[config.mk]
export PLATFORM = sky130hd
export DESIGN_NAME = frame_divider_flat
export DESIGN_NICKNAME = d
export VERILOG_FILES = /design/src/rtl/frame_divider_if.sv /design/src/rtl/frame_divider.sv /design/src/flat_wrapper.sv
export SDC_FILE = /design/constraint.sdc
export NUM_CORES = 1
export LEC_CHECK = 0
export ABC_AREA = 1
export BUFFER_PORTS_ARGS = -buffer_cell sky130_fd_sc_hd__buf_2
export CORE_ASPECT_RATIO = 0.75
export CORE_MARGIN = 3
export CORE_UTILIZATION = 60
export CTS_CLUSTER_DIAMETER = 80
export DETAILED_ROUTE_END_ITERATION = 16
export GPL_TIMING_DRIVEN = 0
export PLACE_DENSITY = 0.85
export SETUP_SLACK_MARGIN = 0.02
export SYNTH_ARGS = -nofsm -noshare
export SYNTH_HDL_FRONTEND = slang
export SYNTH_SLANG_ARGS = --single-unit
export TNS_END_PERCENT = 5
[constraint.sdc]
create_clock -name clk -period 3.9 [get_ports clk]
set_input_delay 0.78 -clock clk [delete_from_list [all_inputs] [get_ports clk]]
set_output_delay 0.78 -clock clk [all_outputs]
set_load 0.02 [all_outputs]
[src/rtl/frame_divider_if.sv]
// frame_divider_if: vsync input, channel controls and frame-strobe outputs of the frame divider.
interface frame_divider_if #(
   parameter int CNT_W  = 8,
   parameter int NUM_CH = 2
);
   logic                    vsync_in;
   logic                    enable;
   logic [NUM_CH*CNT_W-1:0] divisor;
   logic [NUM_CH-1:0]       frame_enable;
   logic [CNT_W-1:0]        frame_count;
   logic                    frame_evt;
   logic                    vsync_lost;
   modport master (
      output vsync_in, enable, divisor,
      input  frame_enable, frame_count, frame_evt, vsync_lost
   );
   modport slave (
      input  vsync_in, enable, divisor,
      output frame_enable, frame_count, frame_evt, vsync_lost
   );
endinterface

[src/rtl/frame_divider.sv]
// frame_divider: synchronises camera vsync, strobes per-channel divided frame enables, watches for vsync loss.
module frame_divider #(
   parameter int CNT_W        = 8,
   parameter int NUM_CH       = 2,
   parameter int VSYNC_ACT_LO = 1,
   parameter int SYNC_STAGES  = 2,
   parameter int TO_W         = 20,
   parameter int TIMEOUT      = 600000
) (
   input logic            clk,
   input logic            reset,
   frame_divider_if.slave bus
);
   localparam logic ACT = (VSYNC_ACT_LO != 0) ? 1'b0 : 1'b1;
   logic [SYNC_STAGES-1:0] sync_q, sync_d;
   logic                   edge_q, hit_q, hit_d, evt_q, lost_q, lost_d;
   logic [CNT_W-1:0]       cnt_q, cnt_d;
   logic [TO_W-1:0]        wd_q, wd_d;
   logic [CNT_W-1:0]       c_q [NUM_CH];
   logic [CNT_W-1:0]       c_d [NUM_CH];
   logic [CNT_W-1:0]       div [NUM_CH];
   logic [NUM_CH-1:0]      fen_q, fen_d;
   for (genvar g = 0; g < NUM_CH; g++) begin : g_div
      assign div[g] = bus.divisor[g*CNT_W +: CNT_W];
   end
   // hit_q is the detected edge one stage before it appears on frame_evt; all state updates key off it
   always_comb begin
      sync_d = {sync_q[SYNC_STAGES-2:0], bus.vsync_in};
      hit_d  = (edge_q != ACT) && (sync_q[SYNC_STAGES-1] == ACT);
      cnt_d  = hit_q ? cnt_q + CNT_W'(1) : cnt_q;
      wd_d   = hit_q ? '0 : (wd_q == TO_W'(TIMEOUT) ? wd_q : wd_q + TO_W'(1));
      lost_d = !hit_q && (wd_d == TO_W'(TIMEOUT));
      fen_d  = '0;
      for (int i = 0; i < NUM_CH; i++) begin
         fen_d[i] = bus.enable && (div[i] != '0) && hit_q && (c_q[i] >= div[i] - CNT_W'(1));
         c_d[i]   = (!bus.enable || div[i] == '0 || fen_d[i]) ? '0 :
                    (hit_q ? c_q[i] + CNT_W'(1) : c_q[i]);
      end
   end
   always_ff @(posedge clk) begin
      if (!reset) begin
         sync_q <= {SYNC_STAGES{~ACT}};
         edge_q <= ~ACT;
         hit_q  <= 1'b0;
         evt_q  <= 1'b0;
         cnt_q  <= '0;
         wd_q   <= '0;
         lost_q <= 1'b0;
         fen_q  <= '0;
         for (int i = 0; i < NUM_CH; i++) c_q[i] <= '0;
      end else begin
         sync_q <= sync_d;
         edge_q <= sync_q[SYNC_STAGES-1];
         hit_q  <= hit_d;
         evt_q  <= hit_q;
         cnt_q  <= cnt_d;
         wd_q   <= wd_d;
         lost_q <= lost_d;
         fen_q  <= fen_d;
         for (int i = 0; i < NUM_CH; i++) c_q[i] <= c_d[i];
      end
   end
   assign bus.frame_evt    = evt_q;
   assign bus.frame_count  = cnt_q;
   assign bus.vsync_lost   = lost_q;
   assign bus.frame_enable = fen_q;
endmodule

[src/flat_wrapper.sv]
// flat-port wrapper written by rule: the top's interface ports become plain ports
module frame_divider_flat 
#(
   parameter int CNT_W        = 8,
   parameter int NUM_CH       = 2,
   parameter int VSYNC_ACT_LO = 1,
   parameter int SYNC_STAGES  = 2,
   parameter int TO_W         = 20,
   parameter int TIMEOUT      = 600000
)
  (clk, reset, bus_vsync_in, bus_enable, bus_divisor, bus_frame_enable, bus_frame_count, bus_frame_evt, bus_vsync_lost);
  frame_divider_if #(.CNT_W(CNT_W), .NUM_CH(NUM_CH)) bus_i ();
  input logic clk;
  input logic reset;
  input wire logic [$bits(bus_i.vsync_in)-1:0] bus_vsync_in;
  input wire logic [$bits(bus_i.enable)-1:0] bus_enable;
  input wire logic [$bits(bus_i.divisor)-1:0] bus_divisor;
  output wire logic [$bits(bus_i.frame_enable)-1:0] bus_frame_enable;
  output wire logic [$bits(bus_i.frame_count)-1:0] bus_frame_count;
  output wire logic [$bits(bus_i.frame_evt)-1:0] bus_frame_evt;
  output wire logic [$bits(bus_i.vsync_lost)-1:0] bus_vsync_lost;
  assign bus_i.vsync_in = bus_vsync_in;
  assign bus_i.enable = bus_enable;
  assign bus_i.divisor = bus_divisor;
  assign bus_frame_enable = bus_i.frame_enable;
  assign bus_frame_count = bus_i.frame_count;
  assign bus_frame_evt = bus_i.frame_evt;
  assign bus_vsync_lost = bus_i.vsync_lost;
  frame_divider #(.CNT_W(CNT_W), .NUM_CH(NUM_CH), .VSYNC_ACT_LO(VSYNC_ACT_LO), .SYNC_STAGES(SYNC_STAGES), .TO_W(TO_W), .TIMEOUT(TIMEOUT)) u_core (.clk(clk), .reset(reset), .bus(bus_i));
endmodule
Word-level counts from Yosys, hierarchy flattened
Memories as Yosys holds them, arrays and structs flattened.
Cells that the tools add are included.
Word-level totals
  flip-flop bits (word level): 36
  bits in latches: 0
  bits in writable memories: 16
  bits in read-only memories: 0
  input port bits: 20
  output and inout port bits: 12
  memories kept: 1
Memory list
  u_core.c_q: depth 2, bits a word 8, rd ports 2, clocked after Yosys merged registers in 0, wr ports 2, RTL line frame_divider.sv:19  | logic [CNT_W-1:0] c_q [NUM_CH];
Operators by class
  add/sub/neg operators: 6
  $mul: 0
  div/mod/pow operators: 0
  magnitude comparators: 2
  equal/unequal tests: 2
  shift-type cells: 0
  muxes and demuxes: 10
  bitwise gates (word level): 3
  reduce and logical (&&, ||, !) cells: 18
Operator list (number)
  $mux 8: 6
  $eq 20x20->1 const B: 2
  $mux 20: 2
  $add 8x1->8 const B: 3
  $add 20x1->20 const B: 1
  $ge 8x8->1: 2
  $logic_not 8->1: 2
  $reduce_bool 8->1: 2
  $sub 8x1->8 const B: 2
  $logic_and 1x1->1: 8
  $logic_or 1x1->1: 4
  $logic_not 1->1: 2
  $mux 1: 2
  $or 1x1->1: 2
  $not 1->1: 1

Logic depth before layout (Yosys ltp)
  word-level depth: 7
  gate-level depth with buffers: 14
  depth with buffers taken out: 14

Worst setup path before layout
Ideal clock, no wire load.
  kind: input -> register
  start: input port bus_divisor[8]
  end: memory u_core.c_q[1][0] (netlist: u_core.c_q[0][8])
  arrival: 2.291 ns
  required time: 3.775 ns
  setup slack: 1.484 ns
  stages: 14
  cell sequence: inv_1 nand2_1 nor2_1 nand2_1 nor3_1 xnor2_1 ha_1 nand2_1 nor2_1 nand4_1 o2111ai_1 nand2_1 nand2_1 a21oi_1
RTL lines
  from (decl): RTL line flat_wrapper.sv:17  | input wire logic [$bits(bus_i.divisor)-1:0] bus_divisor;
  to (decl): RTL line frame_divider.sv:19

==> results.rst <==
.. list-table::
   :header-rows: 1

   * - Metric
     - Value
   * - Leakage
     - between 1.5 and 2 nW
   * - Routability Congestion
     - between 0.9 and 1
   * - Endpoints failing hold
     - 0
   * - Setup skew after layout
     - approximately 0.0094 ns
   * - Library cell appearing most often on the critical path
     - sky130_fd_sc_hd__nand2_1
   * - Pwr Density
     - roughly 270 nW/um^2
   * - Initial core utilization
     - between 60% and 70%
   * - Most common cell after layout, fill and taps aside
     - sky130_fd_sc_hd__nand2_1
   * - Post-synthesis cell area
     - approximately 3100 um^2
   * - CTS tree
     - done
   * - Worst IR Drop VDD
     - approximately 0.26 mV
   * - Total setup buffers inserted after CTS
     - 0
   * - Synthesized Nets
     - 488
   * - Nets
     - around 530
   * - Sum of negative setup slack
     - 0 ns
   * - Gates resized, CTS repair
     - 0
   * - Cell area after placement
     - about 3400 um^2
   * - Source-to-sink clock delay at the later pin of the worst-skew pair
     - approximately 0.31 ns
   * - Count of flip-flops with a built-in enable after synthesis
     - 0
   * - Number of fillers in the final layout
     - 437
   * - Max stage delay cell, worst path
     - sky130_fd_sc_hd__ha_1
   * - Share of async-settable or async-resettable flops after synthesis
     - 0%
   * - Instance count after placement with tap cells included
     - 546
   * - Synthesized instance count
     - between 400 and 500
   * - HPWL after detailed placement
     - around 5300 um
   * - Height of the die
     - about 69 um
   * - Clock tree sinks
     - 52
   * - Final cell count without fillers
     - 554
   * - H-tree levels
     - 2
   * - Startpoint type of the worst setup path
     - input pin
   * - Worst Setup Slack post-DPL
     - 1.079 ns
   * - DRC violation total after the first TritonRoute iteration
     - between 200 and 300
   * - Data required time at the worst endpoint
     - ~4 ns
   * - Pin count of the biggest net entering global routing
     - 18
   * - Status
     - complete, no violations
   * - DRC violations left
     - 0
   * - Critical path endpoint category
     - flop
   * - Wire length of the first global-routing pass
     - roughly 12,000 um
   * - Worst-path cell chain
     - buf_2, inv_1, nand2_1, nor2_1, nand2_1, nor3_1, xnor2_1, ha_1, nand2_1, nor2_1, nand4_1, o2111ai_1, nand2_1, nand2_1, a21oi_1
   * - Kind of path behind the tightest hold check
     - reg2reg
   * - Cts bufs inserted
     - 5
   * - Total of max-cap violations
     - 0
   * - Routed len/inst
     - around 12 um
   * - Crit-path max cell delay
     - 0.29 ns
   * - Root cell of the clock tree
     - sky130_fd_sc_hd__clkbuf_8
   * - Clock-pin slew on the worst setup and hold paths
     - approximately 0.090 ns
   * - Maximum clock frequency
     - 401.0 MHz
   * - Final Cell Area
     - roughly 3500 um^2
   * - YS warnings
     - 0
   * - Count of inserted antenna diode cells
     - 0
   * - Core box area
     - about 5000 um^2
   * - Port Buf Inserts
     - 31
   * - Worst setup path class
     - in2reg
   * - Average footprint of a synthesized cell
     - 7.081 um^2
   * - Final worst path period share
     - between 60% and 70%
   * - Area Growth Syn to Fin
     - 10.69%
   * - Relative slew slack
     - between 60% and 70%
   * - Critical Path Fanout Max
     - 8
   * - Share of post-route cells with drive strength above 1
     - 14.32%
   * - Post-synthesis cell type count
     - 33
   * - Worst-margin pin slew
     - ~0.59 ns
   * - Number of flip-flops and latches in the synthesized netlist
     - between 50 and 60
   * - Max Buffers Root-to-Sink
     - 2
   * - Crit path max-delay family
     - simple AND/OR/NAND/NOR gates
   * - Minimum setup slack in the final design
     - 1.406 ns
   * - Count of endpoints failing setup in the final report
     - 0
   * - Global route total overflow
     - 0
   * - Area of the die
     - 6140 um^2
   * - Via total after detailed routing
     - between 2,000 and 3,000
   * - Time the final worst path needs with I/O delays and setup
     - ~2.5 ns
   * - Number of nets with antenna violations after detailed routing
     - 0
   * - Most frequent cells in the layout
     - sky130_fd_sc_hd__nand2_1 (88), sky130_fd_sc_hd__nor2_1 (80), sky130_fd_sc_hd__dfxtp_1 (52), sky130_fd_sc_hd__inv_1 (48), sky130_fd_sc_hd__buf_2 (33)
   * - Unrepaired setup endpoints after global routing
     - false
   * - Post-CTS Hold Fix Bufs
     - 0
   * - Via count of the first global-routing pass
     - 2,700
   * - Detailed-route vias per instance
     - 5.224
   * - Crit path buf inv count
     - 2
   * - Die Wd
     - 89.49 um
   * - Count of pins over their slew limit
     - 0
   * - Primary FF master, synth
     - sky130_fd_sc_hd__dfxtp_1
   * - Antenna violations before repair
     - 0
   * - Critical path data arrival time
     - approximately 2.7 ns
   * - Share of synthesized area occupied by flip-flops and latches
     - 33.19%
   * - DRT Pass-1 Iters
     - 6
   * - Total number of placement rows
     - 22
   * - Number of placed I/O pins
     - 32
   * - GRT Resource Usage Total
     - approximately a quarter
   * - WL final
     - between 6000 and 7000 um
[power by group]
part | total (mW) | internal [mW] | switching, mW
Sequential | 0.541 | 0.536 | 0.00519
Combinational | 0.0905 | 0.0346 | 0.0559
Clock | 0.316 | 0.128 | 0.188
[worst paths after layout]
kind                             startpoint                                to  slack [ns]  cells past startpoint
setup / recovery             bus_divisor[8]     u_core.c_q[0][8]$_SDFFE_PP0P_        1.41                     15
hold / removal     u_core.edge_q$_SDFF_PN1_           u_core.hit_q$_SDFF_PN0_        0.42                      2
setup reg to reg  u_core.wd_q[1]$_SDFF_PN0_  u_core.bus.vsync_lost$_SDFF_PN0_        2.00                     11
hold reg to reg    u_core.edge_q$_SDFF_PN1_           u_core.hit_q$_SDFF_PN0_        0.42                      2
[state kept, by name (all words and copies together), names as in the netlist]
signal / cells
u_core.c_q: 16
u_core.bus.frame_evt: 1
u_core.edge_q: 1
u_core.bus.frame_enable: 2
u_core.hit_q: 1
u_core.bus.vsync_lost: 1
u_core.bus.frame_count: 8
u_core.sync_q: 2
u_core.wd_q: 20
[cell families (layout without fill, tap and decap cells)]
logic type	count (synthesis)	count (layout)	share of synthesized area, %
flip-flops	52	52	33.19
XOR/XNOR	27	27	7.539
AND/OR/NAND/NOR	245	245	35.18
adder cells (fa/ha/maj)	25	25	9.972
buffers and inverters	56	95	7.140
AO/OA/AOI/OAI	38	38	6.981
[metrics by stage]
stage                     utilization, %  hold WS (ns)  total power, mW
after floorplan                        -        0.3924           0.6104
after global placement             67.88        0.3936           0.6379
after detailed placement           67.88        0.4010           0.6423
after CTS                          69.69        0.4153           0.9512
after global routing               69.69        0.4410           0.9842
final                              69.69        0.4160           0.9474
[synthesized netlist by cell type, types with 7 or more instances]
library cell              instances  share of area [%]
sky130_fd_sc_hd__nand3_1         28                4.5
sky130_fd_sc_hd__nor3_1          11                1.8
sky130_fd_sc_hd__nand4_1         14                2.8
sky130_fd_sc_hd__o21ai_0          7                1.1
sky130_fd_sc_hd__xor2_1          12                3.4
sky130_fd_sc_hd__inv_1           48                5.7
sky130_fd_sc_hd__a21oi_1         20                3.2
sky130_fd_sc_hd__nor2_1          80                9.6
sky130_fd_sc_hd__nand2_1         88                 11
sky130_fd_sc_hd__dfxtp_1         52                 33
sky130_fd_sc_hd__xnor2_1         15                4.2
sky130_fd_sc_hd__ha_1            25                 10
[worst min-delay path, delay by kind of cell (launching register included)]
family	cells	cell delay (ns)
and+or+nand+nor	1	0.03
DFF	1	0.31
buffers and inverters	1	0.04
[metal layers]
layer | global-route usage (%) | wire, um | up-vias
li1 | - | - | 1505
met1 | 33.31 | 3386 | 1301
met2 | 37.41 | 2979 | 76
met3 | 5.701 | 386 | 12
met4 | 8.736 | 78 | 0
met5 | 0 | 0 | -
[final cells by class]
class                   count  area [um^2]  share of cell area (%)
flip-flops and latches     52         1041                   29.98
repair buffers             31        155.1                   4.468
plain buffers               6        35.03                   1.009
clock inverters             3        21.27                  0.6126
clock buffers               5        68.82                   1.982
well taps                  72        90.09                   2.595
inverters                  50        188.9                   5.441
multi-input cells         335         1872                   53.91
No activity file was read; power rests on OpenSTA's default activity.
